==> config.mk <==
export PLATFORM = sky130hd
export DESIGN_NAME = injetor_seq_flat
export DESIGN_NICKNAME = d
export VERILOG_FILES = /design/src/rtl/injetor_seq_if.sv /design/src/rtl/injetor_seq.sv /design/src/flat_wrapper.sv
export SDC_FILE = /design/constraint.sdc
export NUM_CORES = 1
export LEC_CHECK = 0
export BUFFER_PORTS_ARGS = -buffer_cell sky130_fd_sc_hd__buf_4
export CAP_MARGIN = 20
export CORE_MARGIN = 5
export CORE_UTILIZATION = 40
export CTS_BUF_LIST = sky130_fd_sc_hd__clkbuf_16
export DETAILED_ROUTE_END_ITERATION = 10
export HOLD_SLACK_MARGIN = 0.12
export SYNTH_ARGS = -nofsm -noshare
export SYNTH_HDL_FRONTEND = slang
export SYNTH_SLANG_ARGS = --single-unit
==> constraint.sdc <==
create_clock -name clk -period 4.19 [get_ports clk]
set_clock_uncertainty 0.1 [all_clocks]
set_input_delay 0.419 -clock clk [delete_from_list [all_inputs] [get_ports clk]]
set_output_delay 0.419 -clock clk [all_outputs]
set_load 0.02 [all_outputs]
==> src/rtl/injetor_seq_if.sv <==
// ============================================================================
// Module      : injetor_seq_if
// Description : Valid/ready word stream in and out of the error injector.
// Revision    : 1.0 - initial release
// ============================================================================
`default_nettype none

interface injetor_seq_if #(
    parameter int WIDTH = 9
) ();
    logic             in_valid;
    logic             in_ready;
    logic [WIDTH-1:0] entrada;
    logic             out_valid;
    logic             out_ready;
    logic [WIDTH-1:0] saida;
    logic             erro_inj;

    // master drives the input stream and consumes the output stream
    modport master (
        output in_valid, entrada, out_ready,
        input  in_ready, out_valid, saida, erro_inj
    );

    modport slave (
        input  in_valid, entrada, out_ready,
        output in_ready, out_valid, saida, erro_inj
    );
endinterface

`default_nettype wire

==> src/rtl/injetor_seq.sv <==
// ============================================================================
// Module      : injetor_seq
// Description : One-stage streaming injector of 1..8-bit adjacent flip bursts
//               with off / single-shot / periodic / walking-bit modes.
// Revision    : 1.0 - initial release
// ============================================================================
`default_nettype none

module injetor_seq #(
    parameter int WIDTH = 9,
    parameter int POS_W = $clog2(WIDTH)
) (
    input  wire logic             clk,
    input  wire logic             rst_n,
    injetor_seq_if.slave          bus,
    input  wire logic [1:0]       modo,
    input  wire logic [POS_W-1:0] n,
    input  wire logic [2:0]       rajada,
    input  wire logic [7:0]       periodo,
    input  wire logic             disparo,
    output logic      [15:0]      contagem_erros
);

    localparam logic [1:0]       c_modo_off    = 2'd0;
    localparam logic [1:0]       c_modo_single = 2'd1;
    localparam logic [1:0]       c_modo_period = 2'd2;
    localparam logic [1:0]       c_modo_walk   = 2'd3;
    localparam logic [POS_W-1:0] c_pos_last    = POS_W'(WIDTH - 1);

    logic             r_out_valid;
    logic [WIDTH-1:0] r_saida;
    logic             r_erro_inj;
    logic [15:0]      r_contagem;
    logic             r_armado;
    logic [7:0]       r_fase;
    logic [POS_W-1:0] r_pos_walk;

    logic             w_in_ready;
    logic             w_accept;
    logic             w_emit;
    logic [POS_W-1:0] w_pos;
    logic [6:0]       w_lo;
    logic [6:0]       w_hi;
    logic [WIDTH-1:0] w_mask;
    logic [7:0]       w_per_eff;
    logic             w_fase_hit;
    logic             w_sel;
    logic             w_corrupt;

    assign w_in_ready = !r_out_valid || bus.out_ready;
    assign w_accept   = bus.in_valid && w_in_ready;
    assign w_emit     = r_out_valid && bus.out_ready;

    assign bus.in_ready    = w_in_ready;
    assign bus.out_valid   = r_out_valid;
    assign bus.saida       = r_saida;
    assign bus.erro_inj    = r_erro_inj;
    assign contagem_erros  = r_contagem;

    // Burst spans [lo, hi]; bits past the top of the word simply fall off.
    assign w_pos = (modo == c_modo_walk) ? r_pos_walk : n;
    assign w_lo  = 7'(w_pos);
    assign w_hi  = w_lo + 7'(rajada);

    always_comb begin
        w_mask = '0;
        for (int i = 0; i < WIDTH; i++) begin
            if ((7'(i) >= w_lo) && (7'(i) <= w_hi)) begin
                w_mask[i] = 1'b1;
            end
        end
    end

    // A shrunken period that fase already exceeds fires on the next word.
    assign w_per_eff  = (periodo == 8'd0) ? 8'd1 : periodo;
    assign w_fase_hit = (r_fase >= (w_per_eff - 8'd1));

    always_comb begin
        w_sel = 1'b0;
        case (modo)
            c_modo_off:    w_sel = 1'b0;
            c_modo_single: w_sel = r_armado;
            c_modo_period: w_sel = w_fase_hit;
            c_modo_walk:   w_sel = 1'b1;
            default:       w_sel = 1'b0;
        endcase
    end

    assign w_corrupt = w_sel && (|w_mask);

    // Output stage
    always_ff @(posedge clk or negedge rst_n) begin
        if (!rst_n) begin
            r_out_valid <= 1'b0;
            r_saida     <= '0;
            r_erro_inj  <= 1'b0;
        end else if (w_accept) begin
            r_out_valid <= 1'b1;
            r_saida     <= w_sel ? (bus.entrada ^ w_mask) : bus.entrada;
            r_erro_inj  <= w_corrupt;
        end else if (w_emit) begin
            r_out_valid <= 1'b0;
        end
    end

    // Counted at accept time, so the count leads the emit of the word.
    always_ff @(posedge clk or negedge rst_n) begin
        if (!rst_n) begin
            r_contagem <= 16'd0;
        end else if (w_accept && w_corrupt && (r_contagem != 16'hFFFF)) begin
            r_contagem <= r_contagem + 16'd1;
        end
    end

    // A disparo in the same cycle as the consuming accept re-arms.
    always_ff @(posedge clk or negedge rst_n) begin
        if (!rst_n) begin
            r_armado <= 1'b0;
        end else if (disparo) begin
            r_armado <= 1'b1;
        end else if (w_accept && (modo == c_modo_single)) begin
            r_armado <= 1'b0;
        end
    end

    always_ff @(posedge clk or negedge rst_n) begin
        if (!rst_n) begin
            r_fase <= 8'd0;
        end else if (w_accept) begin
            if ((modo == c_modo_period) && !w_fase_hit) begin
                r_fase <= r_fase + 8'd1;
            end else begin
                r_fase <= 8'd0;
            end
        end
    end

    always_ff @(posedge clk or negedge rst_n) begin
        if (!rst_n) begin
            r_pos_walk <= '0;
        end else if (w_accept && (modo == c_modo_walk)) begin
            r_pos_walk <= (r_pos_walk == c_pos_last) ? '0 : r_pos_walk + 1'b1;
        end
    end

endmodule

`default_nettype wire
==> src/flat_wrapper.sv <==
// flat-port wrapper written by rule: the top's interface ports become plain ports
module injetor_seq_flat 
#(
    parameter int WIDTH = 9,
    parameter int POS_W = $clog2(WIDTH)
)
  (clk, rst_n, modo, n, rajada, periodo, disparo, contagem_erros, bus_in_valid, bus_entrada, bus_out_ready, bus_in_ready, bus_out_valid, bus_saida, bus_erro_inj);
  injetor_seq_if #(.WIDTH(WIDTH)) bus_i ();
  input  wire logic clk;
  input  wire logic rst_n;
  input  wire logic [1:0] modo;
  input  wire logic [POS_W-1:0] n;
  input  wire logic [2:0] rajada;
  input  wire logic [7:0] periodo;
  input  wire logic disparo;
  output logic      [15:0] contagem_erros;
  input wire logic [$bits(bus_i.in_valid)-1:0] bus_in_valid;
  input wire logic [$bits(bus_i.entrada)-1:0] bus_entrada;
  input wire logic [$bits(bus_i.out_ready)-1:0] bus_out_ready;
  output wire logic [$bits(bus_i.in_ready)-1:0] bus_in_ready;
  output wire logic [$bits(bus_i.out_valid)-1:0] bus_out_valid;
  output wire logic [$bits(bus_i.saida)-1:0] bus_saida;
  output wire logic [$bits(bus_i.erro_inj)-1:0] bus_erro_inj;
  assign bus_i.in_valid = bus_in_valid;
  assign bus_i.entrada = bus_entrada;
  assign bus_i.out_ready = bus_out_ready;
  assign bus_in_ready = bus_i.in_ready;
  assign bus_out_valid = bus_i.out_valid;
  assign bus_saida = bus_i.saida;
  assign bus_erro_inj = bus_i.erro_inj;
  injetor_seq #(.WIDTH(WIDTH), .POS_W(POS_W)) u_core (.clk(clk), .rst_n(rst_n), .bus(bus_i), .modo(modo), .n(n), .rajada(rajada), .periodo(periodo), .disparo(disparo), .contagem_erros(contagem_erros));
endmodule
* After elaboration in Yosys (flattened, before gate mapping)
Index checks and enable logic that the tools add are counted.
Word-level totals: register bits 40, output and inout bits 28, input port bits 31
Cells by class: magnitude comparators 19, muxes and demuxes 19, equal/unequal tests 5, add/sub/neg operators 5, reductions and logical operators 25, bitwise gates (word level) 1
Operator list (count):
- $le A3 B7 Y1 const A | 4
- $logic_and A1 B1 Y1 | 17
- $add A16 B1 Y16 const B | 1
- $ge A3 B4 Y1 const A | 4
- $mux W8 | 2
- $ne A16 B16 Y1 const B | 1
- $le A1 B7 Y1 const A | 2
- $le A2 B7 Y1 const A | 2
- $mux W1 | 13
- $mux W9 | 1
- $reduce_or A9 Y1 | 1
- $xor A9 B9 Y9 | 1
- $add A8 B1 Y8 const B | 1
- $ge A1 B4 Y1 const A | 2
- $ge A2 B4 Y1 const A | 2
- $ge A8 B8 Y1 | 1
- $logic_not A8 Y1 | 1
- $mux W4 | 2
- $sub A8 B1 Y8 const B | 1
- $le A4 B7 Y1 const A | 1
- $add A4 B3 Y5 | 1
- $add A4 B1 Y4 const B | 1
- $eq A2 B2 Y1 const B | 2
- $eq A4 B4 Y1 const B | 1
- other kinds (7) | 9

* Logic depth before layout (Yosys ltp)
depth in word-level cells 10, mapped depth 17

* Least setup slack after synthesis
Ideal clock, no wire load.
kind input-to-reg, from in periodo[5], to reg u_core.r_contagem[1], in the netlist u_core.contagem_erros[1], setup slack 527 ps, data required time 3962 ps, cell stages on the path 16, arrival time 3436 ps, cells stage by stage or4_1 or3_1 nor2_1 nor2_1 ha_1 inv_1 or3_1 xor2_1 ha_1 a21o_1 a21oi_1 o21ai_1 a21oi_1 nor2_1 nand3_2 mux2_1
Between the ends: longest elaborated chain between the ends 8
RTL lines:
- from (decl) | RTL line flat_wrapper.sv:14 | input wire logic [7:0] periodo;
- $logic_not A8 Y1 | RTL line injetor_seq.sv:75 | assign w_per_eff = (periodo == 8'd0) ? 8'd1 : periodo;
- $mux W8 (*) | RTL line injetor_seq.sv:75
- $sub A8 B1 Y8 (*) | RTL line injetor_seq.sv:76 | assign w_fase_hit = (r_fase >= (w_per_eff - 8'd1));
- $ge A8 B8 Y1 (*) | RTL line injetor_seq.sv:76
- $pmux W1 S4 (*) | RTL line injetor_seq.sv:80 | case (modo)
- $logic_and A1 B1 Y1 (*) | RTL line injetor_seq.sv:89 | assign w_corrupt = w_sel && (|w_mask);
- $logic_and A1 B1 Y1 (*) (2 in series) | RTL line injetor_seq.sv:110 | end else if (w_accept && w_corrupt && (r_contagem != 16'hFFFF)) begin
- to (signal assigned) | RTL line injetor_seq.sv:111 | r_contagem <= r_contagem + 16'd1;
- to (decl) | RTL line injetor_seq.sv:33 | logic [15:0] r_contagem;
Mark *: on every way between the ends. The rest lies on a longest branch, timed or not. A chain may end at the register's enable or synchronous reset.

* Worst setup path after layout
from in periodo[5], to reg u_core.r_contagem[7], in the netlist u_core.contagem_erros[7]
Same word-level chain as after synthesis.

==> flow_results.xml <==
<?xml version="1.0" encoding="UTF-8"?>
<metrics>
  <group name="critical_path">
    <metric name="cpPeakStageDelay" unit="ns">0.54</metric>
    <metric name="path_common_cell" unit="">sky130_fd_sc_hd__nor2_1</metric>
    <metric name="crit_family" unit="">simple AND/OR/NAND/NOR gates</metric>
    <metric name="startpoint_type" unit="">primary input</metric>
    <metric name="reg2reg_from" unit="">u_core.r_pos_walk[0]</metric>
    <metric name="r2r_end" unit="">u_core.contagem_erros[1]</metric>
    <metric name="path_class" unit="">in2reg</metric>
    <metric name="regToRegSetupSlack" unit="ns">0.44</metric>
    <metric name="cp_num_buf_inv" unit="">3</metric>
    <metric name="timing.critical_path.fanout_max" unit="">15</metric>
    <metric name="cells_along_the_critical_path" unit="">buf_4 -&gt; or4_1 -&gt; or3_1 -&gt; nor2_1 -&gt; nor2_1 -&gt; ha_1 -&gt; inv_1 -&gt; or3_1 -&gt; xor2_1 -&gt; ha_1 -&gt; a21o_1 -&gt; a21oi_1 -&gt; o21ai_1 -&gt; a21oi_1 -&gt; nor2_1 -&gt; buf_4 -&gt; nand4_1 -&gt; xnor2_1</metric>
    <metric name="timing.critical_path.to_type" unit="">flop</metric>
    <metric name="crit_slowest_cell" unit="">sky130_fd_sc_hd__or4_1</metric>
    <metric name="ff2ff_path_depth" unit="">10</metric>
    <metric name="required_time_of_the_critical_path" unit="ns">4.29</metric>
    <metric name="cp_data_arrival_time" unit="ns">3.91</metric>
  </group>
  <group name="drt">
    <metric name="first_iter_violations" unit="">56</metric>
    <metric name="drt_drc" unit="">0</metric>
    <metric name="wirelength_routed" unit="mm">6.23</metric>
    <metric name="detail_routed_net_length_per_standard_cell" unit="um">14.2</metric>
    <metric name="drt.antenna.violating_nets" unit="">0</metric>
    <metric name="drt_pass1_iterations" unit="">4</metric>
    <metric name="vias" unit="">2310</metric>
    <metric name="mean_number_of_vias_per_cell" unit="">5.26</metric>
  </group>
  <group name="floorplanning">
    <metric name="core" unit="um2">6760</metric>
    <metric name="die-height" unit="um">93.1</metric>
    <metric name="chipWidth" unit="um">93.1</metric>
    <metric name="rows" unit="">30</metric>
    <metric name="floorplan.initialDensity" unit="%">40.9</metric>
    <metric name="num_io_pins" unit="">59</metric>
    <metric name="floorplan.die_area" unit="um2">8660</metric>
  </group>
  <group name="yosys">
    <metric name="synth-seq-cells" unit="">40</metric>
    <metric name="netlist.top_cell.by_area" unit="">sky130_fd_sc_hd__dfrtp_1</metric>
    <metric name="top_flip_flop_cell_by_instance_count_after_synthesis" unit="">sky130_fd_sc_hd__dfrtp_1</metric>
    <metric name="post_synth_num_cell_types" unit="">56</metric>
    <metric name="yosysWarnings" unit="">0</metric>
    <metric name="synth_edf_count" unit="">0</metric>
    <metric name="yosysTopAreaCellShare" unit="%">36.3</metric>
    <metric name="synth_adder_area_share" unit="%">7.98</metric>
    <metric name="ys_seq_area_share" unit="%">36.3</metric>
    <metric name="synthMuxAreaShare" unit="%">2.31</metric>
    <metric name="postSynth.asyncResetShare" unit="%">100</metric>
    <metric name="netlist_instances" unit="">301</metric>
    <metric name="synth_simple_gate_area_share" unit="%">25.7</metric>
    <metric name="synth-xor-area-share" unit="%">10.8</metric>
    <metric name="mappedNetlistArea" unit="um2">2760</metric>
    <metric name="synth_compound_gate_area_share" unit="%">13.1</metric>
    <metric name="synth_top_family_by_area" unit="">simple AND/OR/NAND/NOR gates</metric>
    <metric name="postSynthNetCount" unit="">349</metric>
    <metric name="synth.top_cells.by_area" unit="">sky130_fd_sc_hd__dfrtp_1, sky130_fd_sc_hd__xnor2_1, sky130_fd_sc_hd__ha_1</metric>
    <metric name="post_synth.cell_area_avg" unit="um2">9.17</metric>
  </group>
  <group name="timing">
    <metric name="tns" unit="ns">0</metric>
    <metric name="maxClockFrequency" unit="MHz">263</metric>
    <metric name="min_period_over_period" unit="%">90.9</metric>
    <metric name="timing_max_transition_violations_final" unit="">0</metric>
    <metric name="finalHoldViolCount" unit="">0</metric>
    <metric name="final_setup_violating_endpoints" unit="">0</metric>
    <metric name="timing.max_slew.rel_slack" unit="%">49.0</metric>
    <metric name="fin_crit" unit="ns">3.81</metric>
    <metric name="rsz0062_at_grt" unit="">no</metric>
    <metric name="worst_margin_pin_slew" unit="ns">0.763</metric>
  </group>
  <group name="global_routing">
    <metric name="number_of_global_route_vias_before_repair" unit="">2292</metric>
    <metric name="grt_max_degree" unit="">41</metric>
    <metric name="grt_antenna_before_repair" unit="">0</metric>
    <metric name="gr-total-overflow" unit="">0</metric>
    <metric name="track_usage" unit="%">15.1</metric>
    <metric name="global_route_wire_length_before_repair" unit="mm">10.7</metric>
  </group>
  <group name="power">
    <metric name="total_power" unit="mW">1.46</metric>
    <metric name="vdd_drop_max" unit="V">0.000195</metric>
    <metric name="pwr_density_cell" unit="nW/um2">425</metric>
    <metric name="p_leak" unit="nW">1.54</metric>
  </group>
  <group name="flow_run">
    <metric name="timing.max_cap.violations" unit="">0</metric>
  </group>
  <group name="clock_tree">
    <metric name="worst_skew_pair.late_latency" unit="ns">0.28</metric>
    <metric name="clock_tree.htree_level_count" unit="">2</metric>
    <metric name="tritoncts_clock_tree" unit="">yes</metric>
    <metric name="clock_sinks" unit="">40</metric>
    <metric name="cts.path.max_buffers" unit="">2</metric>
    <metric name="cts_inserted_buffers" unit="">5</metric>
    <metric name="clock_pin_transition_on_the_worst_setup_and_hold_timing_paths" unit="ns">0.06</metric>
    <metric name="clk_root_buffer_cell" unit="">sky130_fd_sc_hd__clkbuf_16</metric>
    <metric name="cts-resized-gates" unit="">0</metric>
    <metric name="cts_post_setup_buffers_inserted" unit="">0</metric>
  </group>
  <group name="layout">
    <metric name="area_delta_synth_final" unit="%">24.3</metric>
    <metric name="fraction_of_layout_instances_using_a_drive_strength_above_1" unit="%">23.4</metric>
    <metric name="multiInputGateArea" unit="um2">1650</metric>
    <metric name="design.final.nets" unit="">407</metric>
    <metric name="antennaDiodeCount" unit="">0</metric>
    <metric name="seqCellArea" unit="um2">1000</metric>
    <metric name="final_cells" unit="">439</metric>
    <metric name="layout.filler_cells" unit="">680</metric>
  </group>
  <group name="place">
    <metric name="post-place-cells" unit="">431</metric>
    <metric name="place.gp.congestion" unit="">0.796</metric>
    <metric name="number_of_buffers_inserted_by_port_buffering" unit="">58</metric>
    <metric name="hpwlAfterDp" unit="mm">4.76</metric>
  </group>
  <group name="outcome">
    <metric name="outcome" unit="">finished clean</metric>
  </group>
  <group name="min_path">
    <metric name="timing.hold.worst_endpoint" unit="">u_core.r_armado</metric>
    <metric name="min-delay-start" unit="">disparo</metric>
    <metric name="number_of_cells_on_the_worst_hold_path" unit="">2</metric>
    <metric name="hold_class" unit="">in2reg</metric>
  </group>
</metrics>
## power breakdown
part / internal [mW] / switching (mW)
combinational: 0.196 / 0.253
sequential: 0.446 / 0.0761
clock: 0.338 / 0.149
total: 0.980 / 0.478
## synth_stat cells (2+ instances only)
library cell               number
sky130_fd_sc_hd__a211oi_1       3
sky130_fd_sc_hd__a21o_1         4
sky130_fd_sc_hd__a21oi_1        7
sky130_fd_sc_hd__a22o_1         2
sky130_fd_sc_hd__and2_1         4
sky130_fd_sc_hd__and3_1         6
sky130_fd_sc_hd__buf_2          2
sky130_fd_sc_hd__buf_4          2
sky130_fd_sc_hd__clkbuf_1       3
sky130_fd_sc_hd__dfrtp_1       40
sky130_fd_sc_hd__ha_1          16
sky130_fd_sc_hd__inv_1         10
sky130_fd_sc_hd__mux2_2         2
sky130_fd_sc_hd__mux2i_1        3
sky130_fd_sc_hd__nand2_1       41
sky130_fd_sc_hd__nand2b_1       5
sky130_fd_sc_hd__nand3_1        9
sky130_fd_sc_hd__nand3b_1       2
sky130_fd_sc_hd__nand4_1        7
sky130_fd_sc_hd__nand4_2        8
sky130_fd_sc_hd__nor2_1        26
sky130_fd_sc_hd__nor3_1         5
sky130_fd_sc_hd__nor4_1         2
sky130_fd_sc_hd__o21ai_0       20
sky130_fd_sc_hd__o21ai_1        3
sky130_fd_sc_hd__o221ai_1       2
sky130_fd_sc_hd__o31ai_1        2
sky130_fd_sc_hd__or2_2          2
sky130_fd_sc_hd__or3_1          3
sky130_fd_sc_hd__or4_1          2
sky130_fd_sc_hd__xnor2_1       26
sky130_fd_sc_hd__xor2_1         8
## how the worst max path moves through the flow
stage | from | end | slack (ns) | cells after the start
finish | periodo[5] | u_core.contagem_erros[7] | 0.38 | 18
global route | periodo[5] | u_core.contagem_erros[2] | 0.08 | 18
CTS | periodo[5] | u_core.contagem_erros[7] | 0.39 | 18
detailed placement | periodo[5] | u_core.contagem_erros[1] | 0.13 | 17
global placement | periodo[5] | u_core.contagem_erros[1] | 0.17 | 17
floorplan | periodo[5] | u_core.contagem_erros[1] | 0.53 | 16
## worst register-to-register path: cells and delay by family (launching register included)
| family | cells | cell delay (ns) |
|---|---|---|
| adder cells (fa/ha/maj) | 2 | 0.77 |
| flip-flops | 1 | 0.40 |
| AND/OR/NAND/NOR | 3 | 1.13 |
| multiplexers | 1 | 0.34 |
| AO/OA/AOI/OAI | 3 | 0.80 |
| buffers and inverters | 1 | 0.10 |
## timing repair
item	CTS	global route
endpoints found under the setup margin	0	0
hold buffers	1	0
hold endpoints to repair	40	0
## kinds of logic (layout without fill, tap and decap cells)
kind of cell               after synthesis  count (layout)
muxes                                    6               6
xor gates and xnor gates                34              34
and+or+nand+nor                        129             129
DFF                                     40              40
AOI/OAI and AO/OA                       56              56
buffers and inverters                   19              77
adders and majority gates               17              17
## per-stage QoR
step	area (um2)	utilization (%)	hold slack, ns	setup WS, ns
floorplan	2760	-	0.0234	0.527
CTS	3430	50.8	0.220	0.395
detailed placement	3240	47.9	0.344	0.130
global route	3430	50.8	0.234	0.0775
finish	3430	50.8	0.222	0.382
global placement	3240	47.9	0.341	0.172
## layer usage
metal	GRT usage (%)	routed length [um]	up-vias
li1	-	-	1185
met1	19.9	2940	1081
met2	25.6	3010	40
met3	2.57	230	4
met4	3.91	51	0
met5	0	0	-
## state kept, by name, summed over array words and instances (netlist names)
name / cells
u_core.bus.out_valid: 1
u_core.r_armado: 1
u_core.r_fase: 8
u_core.bus.saida: 9
u_core.bus.erro_inj: 1
u_core.contagem_erros: 16
u_core.r_pos_walk: 4
## cell usage in the layout (no fill, tap or decap), drive strengths merged, types with 2 or more instances in the layout
| cell | instances |
|---|---|
| buf | 59 |
| nand2 | 42 |
| dfrtp | 40 |
| nor2 | 26 |
| xnor2 | 26 |
| o21ai | 23 |
| ha | 16 |
| nand4 | 15 |
| inv | 10 |
| nand3 | 10 |
| xor2 | 8 |
| a21oi | 7 |
| and3 | 6 |
| nand2b | 5 |
| nor3 | 5 |
| clkbuf | 5 |
| and2 | 4 |
| a21o | 4 |
| or2 | 4 |
| or3 | 3 |
| mux2i | 3 |
| a211oi | 3 |
| or4 | 3 |
| mux2 | 3 |
| nand3b | 3 |
| nor4 | 2 |
| o31ai | 2 |
| o221ai | 2 |
| a22o | 2 |
| bufinv | 2 |
## cell type report
type                       instances  area share (%)
tap                               80            2.92
inverter                          10            1.09
clock inverter                     2            1.75
sequential                        40            29.2
clock buffer                       5            3.65
multi-input combinational        242            48.2
timing repair buffer              60            13.2
Note: power is estimated with default switching activity, not from simulation.
